### config.mk
export PLATFORM = sky130hd
export DESIGN_NAME = alu_op_sequencer
export DESIGN_NICKNAME = d
export VERILOG_FILES = /design/src/rtl/alu_op_sequencer.sv
export SDC_FILE = /design/constraint.sdc
export NUM_CORES = 1
export LEC_CHECK = 0
export BUFFER_PORTS_ARGS = -buffer_cell sky130_fd_sc_hd__buf_2
export CAP_MARGIN = 40
export CORE_ASPECT_RATIO = 1.1
export CORE_MARGIN = 2
export CORE_UTILIZATION = 37
export CTS_CLUSTER_DIAMETER = 50
export CTS_CLUSTER_SIZE = 25
export DETAILED_ROUTE_END_ITERATION = 12
export GPL_ROUTABILITY_DRIVEN = 0
export HOLD_SLACK_MARGIN = 0.05
export PLACE_DENSITY = 0.71
export SLEW_MARGIN = 5
export SYNTH_ARGS = -nofsm -noshare
export SYNTH_HDL_FRONTEND = slang
export SYNTH_SLANG_ARGS = --single-unit
### constraint.sdc
create_clock -name clk -period 4.2 [get_ports clk]
set_input_delay 0.42 -clock clk [delete_from_list [all_inputs] [get_ports clk]]
set_output_delay 0.42 -clock clk [all_outputs]
set_load 0.02 [all_outputs]
### src/rtl/alu_op_sequencer.sv
// Sweeps a boolean ALU through all select codes for one latched operand pair; first result HOLD cycles after start.
// No backpressure: start is ignored outside IDLE. Optional result signature on output sig under macro ALU_SIG_EN.
module alu_op_sequencer #(
  parameter int WIDTH = 4,
  parameter int SEL_W = 3,
  parameter int HOLD  = 2
) (
  input  logic             clk,
  input  logic             rst,
  input  logic             start,
  input  logic             abort,
  input  logic [WIDTH-1:0] op_a,
  input  logic [WIDTH-1:0] op_b,
  input  logic [WIDTH:0]   alu_result,
  output logic [WIDTH-1:0] alu_in1,
  output logic [WIDTH-1:0] alu_in2,
  output logic [SEL_W-1:0] alu_select,
  output logic             res_valid,
  output logic [SEL_W-1:0] res_sel,
  output logic [WIDTH:0]   res_data,
  output logic             busy,
`ifdef ALU_SIG_EN
  output logic [WIDTH:0]   sig,
`endif
  output logic             done
);

  typedef enum logic [1:0] {ST_IDLE, ST_DRIVE, ST_DONE} state_t;

  localparam logic [3:0] CNT_LAST = 4'(HOLD - 1);

  state_t           state_q, state_d;
  logic [3:0]       cnt_q, cnt_d;
  logic [WIDTH-1:0] in1_q, in1_d, in2_q, in2_d;
  logic [SEL_W-1:0] sel_q, sel_d, rsel_q, rsel_d;
  logic [WIDTH:0]   rdat_q, rdat_d;
  logic             rvld_q, rvld_d, busy_q, busy_d, done_q, done_d;
  logic [WIDTH:0]   sig_q, sig_d;

  always_comb begin
    state_d = state_q;
    cnt_d   = cnt_q;
    in1_d   = in1_q;
    in2_d   = in2_q;
    sel_d   = sel_q;
    rsel_d  = rsel_q;
    rdat_d  = rdat_q;
    rvld_d  = 1'b0;
    busy_d  = busy_q;
    done_d  = 1'b0;
    sig_d   = sig_q;
    case (state_q)
      ST_IDLE: begin
        busy_d = 1'b0;
        if (start) begin
          in1_d   = op_a;
          in2_d   = op_b;
          sel_d   = '0;
          cnt_d   = '0;
          sig_d   = '0;
          busy_d  = 1'b1;
          state_d = ST_DRIVE;
        end
      end
      ST_DRIVE: begin
        // Abort wins over a capture falling on the same edge.
        if (abort) begin
          busy_d  = 1'b0;
          state_d = ST_IDLE;
        end else if (cnt_q != CNT_LAST) begin
          cnt_d = cnt_q + 4'd1;
        end else begin
          rvld_d = 1'b1;
          rdat_d = alu_result;
          rsel_d = sel_q;
          sig_d  = {sig_q[WIDTH-1:0], sig_q[WIDTH]} ^ alu_result;
          if (sel_q == '1) begin
            busy_d  = 1'b0;
            done_d  = 1'b1;
            state_d = ST_DONE;
          end else begin
            sel_d = sel_q + 1'b1;
            cnt_d = '0;
          end
        end
      end
      default: begin
        busy_d  = 1'b0;
        state_d = ST_IDLE;
      end
    endcase
  end

  always_ff @(posedge clk or posedge rst) begin
    if (rst) begin
      state_q <= ST_IDLE;
      cnt_q   <= '0;
      in1_q   <= '0;
      in2_q   <= '0;
      sel_q   <= '0;
      rsel_q  <= '0;
      rdat_q  <= '0;
      rvld_q  <= 1'b0;
      busy_q  <= 1'b0;
      done_q  <= 1'b0;
      sig_q   <= '0;
    end else begin
      state_q <= state_d;
      cnt_q   <= cnt_d;
      in1_q   <= in1_d;
      in2_q   <= in2_d;
      sel_q   <= sel_d;
      rsel_q  <= rsel_d;
      rdat_q  <= rdat_d;
      rvld_q  <= rvld_d;
      busy_q  <= busy_d;
      done_q  <= done_d;
      sig_q   <= sig_d;
    end
  end

  assign alu_in1    = in1_q;
  assign alu_in2    = in2_q;
  assign alu_select = sel_q;
  assign res_valid  = rvld_q;
  assign res_sel    = rsel_q;
  assign res_data   = rdat_q;
  assign busy       = busy_q;
  assign done       = done_q;
`ifdef ALU_SIG_EN
  assign sig        = sig_q;
`endif

endmodule

=== Word-level counts from Yosys, hierarchy flattened ===
Index checks and enable logic that the tools add are counted.

* Register bits after elaboration: 28
* Input bits: 17
* Word-level logic and storage cells: 59

* Mux-type cells: 27
* Reductions and logical operators: 8
* Equality and inequality tests: 10
* Bitwise logic cells: 2
* Add/sub/neg operators: 2

{| class="wikitable"
|+ Operators with widths
! cell !! number
|-
| 4-bit 2-to-1 mux || 4
|-
| 3-bit 2-to-1 mux || 4
|-
| 1-bit 2-to-1 mux || 11
|-
| 3-bit != test (second input constant) || 3
|-
| 2-bit 2-to-1 mux || 4
|-
| 2-bit != test (second input constant) || 4
|-
| 4-bit case mux with 2 select lines || 1
|-
| 3-bit case mux with 2 select lines || 1
|-
| 3-bit AND reduction || 2
|-
| 5-bit AND reduction || 1
|-
| 4-bit by 1-bit adder with 4-bit output (second input constant) || 1
|-
| 4-bit by 1-bit != test with 1-bit output (second input constant) || 1
|-
| 2-bit case mux with 2 select lines || 1
|-
| 2-bit AND reduction || 2
|-
| 4-bit AND reduction || 1
|-
| 3-bit by 1-bit adder with 3-bit output (second input constant) || 1
|-
| 3-bit == test (second input constant) || 1
|-
| 2-bit by 1-bit == test with 1-bit output (second input constant) || 1
|-
| 2-bit zero test || 1
|-
| 1-bit NOT || 2
|-
| 1-bit case mux with 2 select lines || 1
|-
| 2-bit nonzero test || 1
|}

=== Logic depth before layout (Yosys ltp) ===
Gate-level depths: netlist (run 1).

* Word-level depth: 5
* Depth in mapped cells: 6
* Mapped depth without buffers: 5

=== Worst setup path before layout (run 1) ===
Ideal clock, no wire load.

* Path type: flip-flop to flip-flop
* Start: register cnt_q[1]
* End: register rdat_q[0], in the netlist res_data[0]
* Path buffers: 1
* Period minus slack after synthesis: 1897 ps
* Data arrival time: 1772 ps
* Required time: 4075 ps
* Path slack: 2303 ps
* Setup time: 125 ps
* Cell stages (with the launch flop): 7
* Cells stage by stage: dfrtp_1 -> inv_1 -> ha_1 -> or3b_4 -> or3_4 -> buf_6 -> mux2_4

* Longest elaborated chain between the ends: 3

{| class="wikitable"
|+ RTL lines
! item !! line !! RTL
|-
| start: declaration || 33 || <nowiki>logic [3:0] cnt_q, cnt_d;</nowiki>
|-
| start signal: assignment || 109 || <nowiki>cnt_q <= cnt_d;</nowiki>
|-
| 4-bit by 1-bit != test with 1-bit output || 70 || <nowiki>end else if (cnt_q != CNT_LAST) begin</nowiki>
|-
| 1-bit NOT (no source line) || - ||
|-
| 3-bit AND reduction (no source line) || - ||
|-
| end signal: assignment || 114 || <nowiki>rdat_q <= rdat_d;</nowiki>
|-
| end: declaration || 36 || <nowiki>logic [WIDTH:0] rdat_q, rdat_d;</nowiki>
|}

No other way between the ends.
A chain may end at the register's enable or synchronous reset.

=== Worst setup path in the final report (run 1) ===
* Start: register cnt_q[1]
* End: register rsel_q[2], in the netlist res_sel[2]

* Longest elaborated chain between the ends: 3

{| class="wikitable"
|+ RTL lines
! item !! line !! RTL
|-
| 4-bit by 1-bit != test with 1-bit output || 70 ||
|-
| 1-bit NOT (no source line) || - ||
|-
| 3-bit AND reduction (no source line) || - ||
|-
| end signal: assignment || 113 || <nowiki>rsel_q <= rsel_d;</nowiki>
|-
| end: declaration || 35 || <nowiki>logic [SEL_W-1:0] sel_q, sel_d, rsel_q, rsel_d;</nowiki>
|}

No other way between the ends.

==> key figures, run 1 <==
Timing
  – Worst hold slack: 0.0828 ns
  – Worst Clk Skew: 0.00140 ns
  – Slew Limit Headroom: 63.7%
  – Final setup fails: 0
  – Final Hold Viols: 0
  – Max-slew violation count: 0
  – RSZ-0062 raised after global routing: false
  – Tightest Pin Transition: 0.545 ns
  – Period utilisation layout: 46.6%
  – Clock period minus worst slack: 1.96 ns
  – Maximum clock rate: 0.511 GHz
  – Setup TNS: 0 ns
  – Final worst slack: 2.24 ns

Clock network
  – H-tree depth: 1
  – Post-CTS Resized: 0
  – Clk slew on worst S/H paths: 0.14 ns
  – CTS tree: yes
  – CTS buffer count: 3
  – Max Root-Sink Buffers: 2
  – Post-CTS Hold Buffers: 0
  – Root Buffer: clkbuf_4
  – Post-CTS setup buffers: 0
  – Clock Sinks: 28
  – Worst skew pair latency: 0.32 ns

Synth
  – Net Count, Synth: 115
  – Seq/Total Area, Yosys: 55.7%
  – Average cell area after synthesis: 13.4 um^2
  – Post-Synthesis Cells: 94
  – Main synth FF type: dfrtp_1
  – Number of synthesized register bits: 28
  – YS warnings: 0
  – Mapped cell area: 0.00126 mm^2
  – Number of library cell types mapped by synthesis: 26
  – Async set-reset flop share out of synthesis: 100%
  – Number of synthesized flops with an enable pin: 0

Global routing
  – Pin count of the biggest net entering global routing: 20
  – Initial antenna violation count: 0
  – Overall Global Routing Usage: 12.2%
  – Grt ovf: 0
  – Global-route wire length before repair: 3.73 mm
  – Vias in the first global route: 841

Layout
  – Share of cells above drive strength 1: 48.9%
  – Most frequent cells in the layout: buf_2 (38), dfrtp_1 (28), mux2_2 (9)
  – Sequential Area: 701 um^2
  – Area delta synth->final: 21.9%
  – Fillers: 305
  – Final core utilization: 46.4%
  – Multi-input logic area: 508 um^2
  – ANT cells: 0
  – Commonest non-fill, non-tap cell in the layout: buf_2
  – Nets: 155

Run
  – MaxCap Viol Count: 0

Power
  – Power Dens Cells: 498 mW/mm^2
  – Sequential share of power: 48.2%
  – Clock power frac: 16.8%
  – Power, Total: 764 uW
  – Sw Ratio: 33.0%
  – Cell Int Power: 512 uW
  – Maximum vdd drop: 211 uV
  – Leakage: 0.792 nW
  – Combinational Power Share: 35.0%
  – P_sw: 252 uW

Route
  – Routed vias/inst: 4.93
  – Post-Route WL: 2.15 mm
  – Met2 wire length: 1.01 mm
  – Pre-antenna DRT Iters: 2
  – DRT antenna net count: 0
  – Wire per inst: 12.7 um
  – Uppermost layer routed: met4
  – # DRC: 0
  – Detailed router's first-iteration violation count: 3
  – Met3 Wirelength: 130 um
  – Met1 WL: 973 um
  – DR vias: 834

Place
  – Setup WS pre-CTS: 2.26 ns
  – HPWL after DPL: 1.69 mm
  – Port Buffers: 38

Floorplan
  – Std-Cell Core Area: 0.00330 mm^2
  – Chip height: 65.2 um
  – # IOs: 39
  – Num rows: 22
  – Initial Util: 38.1%
  – Die area: 0.00388 mm^2
  – Die width: 59.6 um

Worst setup path
  – CP Max Fanout: 11
  – Setup Crit Path Kind: reg -> reg
  – Startpoint Class: flip-flop
  – Reg2reg start: cnt_q[1]$_DFFE_PP0P_
  – Worst setup path start: cnt_q[1]$_DFFE_PP0P_
  – CP endpoint kind: flip-flop
  – CP arrival: 2.18 ns
  – Worst EP required: 4.42 ns

Min path
  – Worst hold path type: in -> async

Outcome
  – Outcome: complete, no violations
## flip-flops by register name (all words and copies together) (netlist names)
| signal | flops |
|---|---|
| alu_in2 | 4 |
| res_valid | 1 |
| alu_in1 | 4 |
| state_q | 2 |
| alu_select | 3 |
| done | 1 |
| res_sel | 3 |
| busy | 1 |
| res_data | 5 |
| cnt_q | 4 |
## path summary, 6_finish.rpt
kind | slack (ns) | end | cells after the start
worst max register to register | 2.24 | res_sel[2]$_DFFE_PP0P_ | 5
worst min register to register | 0.52 | res_data[2]$_DFFE_PP0P_ | 1
worst max-delay path | 2.24 | res_sel[2]$_DFFE_PP0P_ | 5
max in group asynchronous | 3.67 | cnt_q[3]$_DFFE_PP0P_ | 3
worst min-delay path | 0.08 | alu_in1[0]$_DFFE_PP0P_ | 2
min in group clk | 0.32 | alu_in1[1]$_DFFE_PP0P_ | 2
## critical path: stages, from the launching register on
cell and delay, ns:
dfrtp_1 0.42, inv_1 0.08, ha_1 0.15, or3b_4 0.40, or3_4 0.48, mux2_4 0.32
## metrics by stage
| stage | instances | instance area (um^2) |
|---|---|---|
| floorplan | 94 | 1260 |
| global placement | 164 | 1470 |
| detailed placement | 165 | 1500 |
| CTS | 169 | 1530 |
| global route | 169 | 1530 |
| finish | 169 | 1530 |
## logic make-up after synthesis
group / Yosys count / share of synthesized area (%)
flops: 28 / 55.7
mux: 22 / 21.2
simple gates: 22 / 11.5
buf+inv: 11 / 3.98
compound gates: 7 / 3.68
fa+ha+maj: 4 / 3.98
## per-layer routing
layer / vias to the layer above / global-route usage (%)
li1: 402 / -
met1: 400 / 16.3
met2: 28 / 19.5
met3: 4 / 2.95
met4: 0 / 3.61
met5: - / 0
## final cells by class
cell class                      instances  area share (%)
Clock buffer                            4            2.37
Inverter                                7            1.71
Sequential cell                        28            45.7
Timing Repair Buffer                   39            14.2
Tap cell                               36            2.94
Multi-Input combinational cell         55            33.1
## synthesized netlist by cell type (2+ instances only)
| master | instances | area (um^2) |
|---|---|---|
| a221oi_1 | 2 | 17.5 |
| clkbuf_1 | 2 | 7.51 |
| dfrtp_1 | 28 | 701 |
| ha_1 | 4 | 50.1 |
| inv_1 | 7 | 26.3 |
| mux2_2 | 9 | 101 |
| mux2_4 | 7 | 105 |
| mux2i_1 | 6 | 60.1 |
| nand2_1 | 6 | 22.5 |
| nand2b_1 | 2 | 12.5 |
| nor2_1 | 4 | 15.0 |
| o21ai_0 | 2 | 10.0 |
| or3b_2 | 2 | 17.5 |
## power groups by stage
stage          Clock (mW)  Sequential, mW  Combinational (mW)
6_report            0.128           0.368               0.267
5_1_grt             0.146           0.378               0.291
4_1_cts             0.133           0.369               0.271
3_5_place_dp            0           0.372               0.271
3_3_place_gp            0           0.372               0.260
2_1_floorplan           0           0.432               0.130
Power figures use the tool's default switching activity.
==> run 2, diff against run 1 <==
PLACE_DENSITY = 0.73   (was 0.71)
clock period = 1.6 ns   (was 4.2 ns; I/O delays follow)
==> run 2 against run 1 <==
Net effect:
- the flow now finishes with violations (setup timing)
- fmax grew 6.2%
- global-route usage rose by 3.0 points
- clock skew rose by 0.0028 ns
- hold slack lost 0.028 ns
- largest cell class unchanged
- highest routed layer unchanged
==> key figures, run 2 (same netlist as run 1, synthesis figures left out) <==
Outcome
  – Outcome: finished, violations left
  – Failing checks: setup timing

Layout
  – Nets: 179 (+15%)
  – Most frequent cells in the layout: buf_2 (38), dfrtp_1 (26), buf_4 (13)
  – ANT cells: 0 (unchanged)
  – Final core utilization: 55.2% (+8.8 points)
  – Sequential Area: 703 um^2 (+0.36%)
  – Post-Layout Cell Count: 193 (+14%)
  – Commonest non-fill, non-tap cell in the layout: buf_2
  – Share of cells above drive strength 1: 58.6% (+9.7 points)
  – Area delta synth->final: 44.8%
  – Fillers: 279 (-8.5%)
  – Multi-input logic area: 612 um^2 (+20%)
  – Finished Cell Area: 0.00182 mm^2 (+19%)
  – Largest register FFs: 5 (unchanged)

Clock network
  – Clock Sinks: 28 (unchanged)
  – CTS buffer count: 3 (unchanged)
  – Clk slew on worst S/H paths: 0.15 ns (about the same)
  – Max Root-Sink Buffers: 2 (unchanged)
  – Root Buffer: clkbuf_4
  – CTS tree: yes
  – H-tree depth: 1 (unchanged)
  – Worst skew pair latency: 0.33 ns (about the same)

Timing
  – Final Hold Viols: 0 (unchanged)
  – Maximum clock rate: 0.542 GHz (+6.2%)
  – Period utilisation layout: 115% (+69 points)
  – Final setup fails: 15 (+15)
  – Tightest Pin Transition: 0.330 ns (-0.215 ns)
  – Slew Limit Headroom: 77.7% (+14 points)
  – Clock period minus worst slack: 1.84 ns (-0.114 ns)
  – Final worst slack: -0.243 ns (-2.49 ns)
  – Worst Clk Skew: 0.00421 ns (+0.00281 ns)
  – Max-slew violation count: 0 (unchanged)
  – RSZ-0062 raised after global routing: true

Route
  – Detailed router's first-iteration violation count: 25 (+22)
  – DRT antenna net count: 0 (unchanged)
  – # DRC: 0 (unchanged)
  – Post-Route WL: 2.90 mm (+35%)
  – Pre-antenna DRT Iters: 4 (+2)
  – DR vias: 967 (+16%)
  – Routed vias/inst: 5.01 (+1.5%)
  – Wire per inst: 15.0 um (+18%)

Floorplan
  – Chip height: 65.2 um (unchanged)
  – Std-Cell Core Area: 0.00330 mm^2 (unchanged)
  – Initial Util: 38.1% (unchanged)
  – Die width: 59.6 um (unchanged)
  – Num rows: 22 (unchanged)
  – Die area: 0.00388 mm^2 (unchanged)
  – # IOs: 39 (unchanged)

Worst setup path
  – Startpoint Class: flip-flop
  – Setup Crit Path Kind: reg -> reg
  – Worst EP required: 1.86 ns (-2.56 ns)
  – CP arrival: 2.10 ns (-0.08 ns)
  – CP endpoint kind: flip-flop
  – CP Max Fanout: 3 (-8)

Power
  – Sw Ratio: 33.7% (+0.72 points)
  – Sequential share of power: 43.8% (-4.4 points)
  – Power Dens Cells: 1210 mW/mm^2 (+140%)
  – Leakage: 0.897 nW (+13%)
  – Combinational Power Share: 40.4% (+5.4 points)
  – Clock power frac: 15.8% (-1.0 points)
  – Cell Int Power: 1.47 mW (+190%)
  – P_sw: 746 uW (+200%)
  – Maximum vdd drop: 846 uV (+300%)

Global routing
  – Initial antenna violation count: 0 (unchanged)
  – Global-route wire length before repair: 4.45 mm (+19%)
  – Grt ovf: 0 (unchanged)
  – Pin count of the biggest net entering global routing: 29 (+45%)
  – Vias in the first global route: 1009 (+20%)
  – Overall Global Routing Usage: 15.2% (+3.0 points)

Place
  – Dpl cell area: 0.00158 mm^2 (+5.6%)
  – Port Buffers: 38 (unchanged)
  – Dpl cells: 177 (+7.3%)
  – HPWL after DPL: 1.86 mm (+9.9%)

Run
  – MaxCap Viol Count: 0 (unchanged)

Min path
  – Worst hold path type: in -> reg
## run 2: critical path: stages, from the launching register on
cell and delay (ns):
dfrtp_1 0.41, inv_2 0.07, ha_4 0.12, or3b_4 0.39
buf_6 0.14, nor4_4 0.26, buf_4 0.18, mux2i_1 0.20
## run 2: stage by stage
stage,hold slack (ns),TNS [ns],power (mW),setup slack (ns)
floorplan,0.225,-2.60,1.48,-0.297
finish,0.0547,-2.54,2.21,-0.243
global placement,0.234,-2.74,1.75,-0.255
CTS,0.0501,-2.98,2.14,-0.260
global route,0.0525,-3.62,2.35,-0.355
detailed placement,0.246,-2.99,1.78,-0.275
## run 2: worst paths after layout
check / slack (ns) / to / depth (start not counted) / start
worst max-delay path: -0.24 / alu_select[2]$_DFFE_PP0P_ / 7 / cnt_q[1]$_DFFE_PP0P_
worst min-delay path: 0.05 / res_data[4]$_DFFE_PP0P_ / 2 / alu_result[4]
worst max register to register: -0.24 / alu_select[2]$_DFFE_PP0P_ / 7 / cnt_q[1]$_DFFE_PP0P_
worst min register to register: 0.52 / alu_in2[0]$_DFFE_PP0P_ / 1 / alu_in2[0]$_DFFE_PP0P_
max in group asynchronous: 0.90 / alu_select[1]$_DFFE_PP0P_ / 4 / rst
min in group asynchronous: 0.42 / alu_in2[0]$_DFFE_PP0P_ / 4 / rst
## run 2: cell type report
class                   count  share of cell area (%)
well taps                  36                    2.47
repair buffers             62                    22.0
multi-input cells          56                    33.6
inverters                   7                    1.44
flip-flops and latches     28                    38.6
clock buffers               4                    1.99
## run 2: timing repair
| action | 4_1_cts | 5_1_grt |
|---|---|---|
| setup buffers | 1 | 1 |
| hold buffers | 4 | 5 |
| endpoints found under the setup margin | 16 | 25 |
| pin swaps | 1 | 3 |
| resized for setup | 1 | 18 |
| endpoints found under the hold margin | 31 | 5 |
| gates cloned | 1 | 0 |
## run 2: per-layer routing
metal	share of wire (%)	track usage, %	vias up
met5	0	0	-
met4	1.5	7.22	0
met3	3.2	2.95	4
met2	56	25.5	24
met1	40	18.4	485
li1	-	-	454
## run 2: power by group through the flow
stage	clock network, mW	registers (mW)	logic, mW
after floorplan	0	1.14	0.344
after global placement	0	0.961	0.786
after detailed placement	0	0.972	0.806
after CTS	0.353	0.962	0.826
after global routing	0.380	0.993	0.975
final	0.349	0.969	0.895
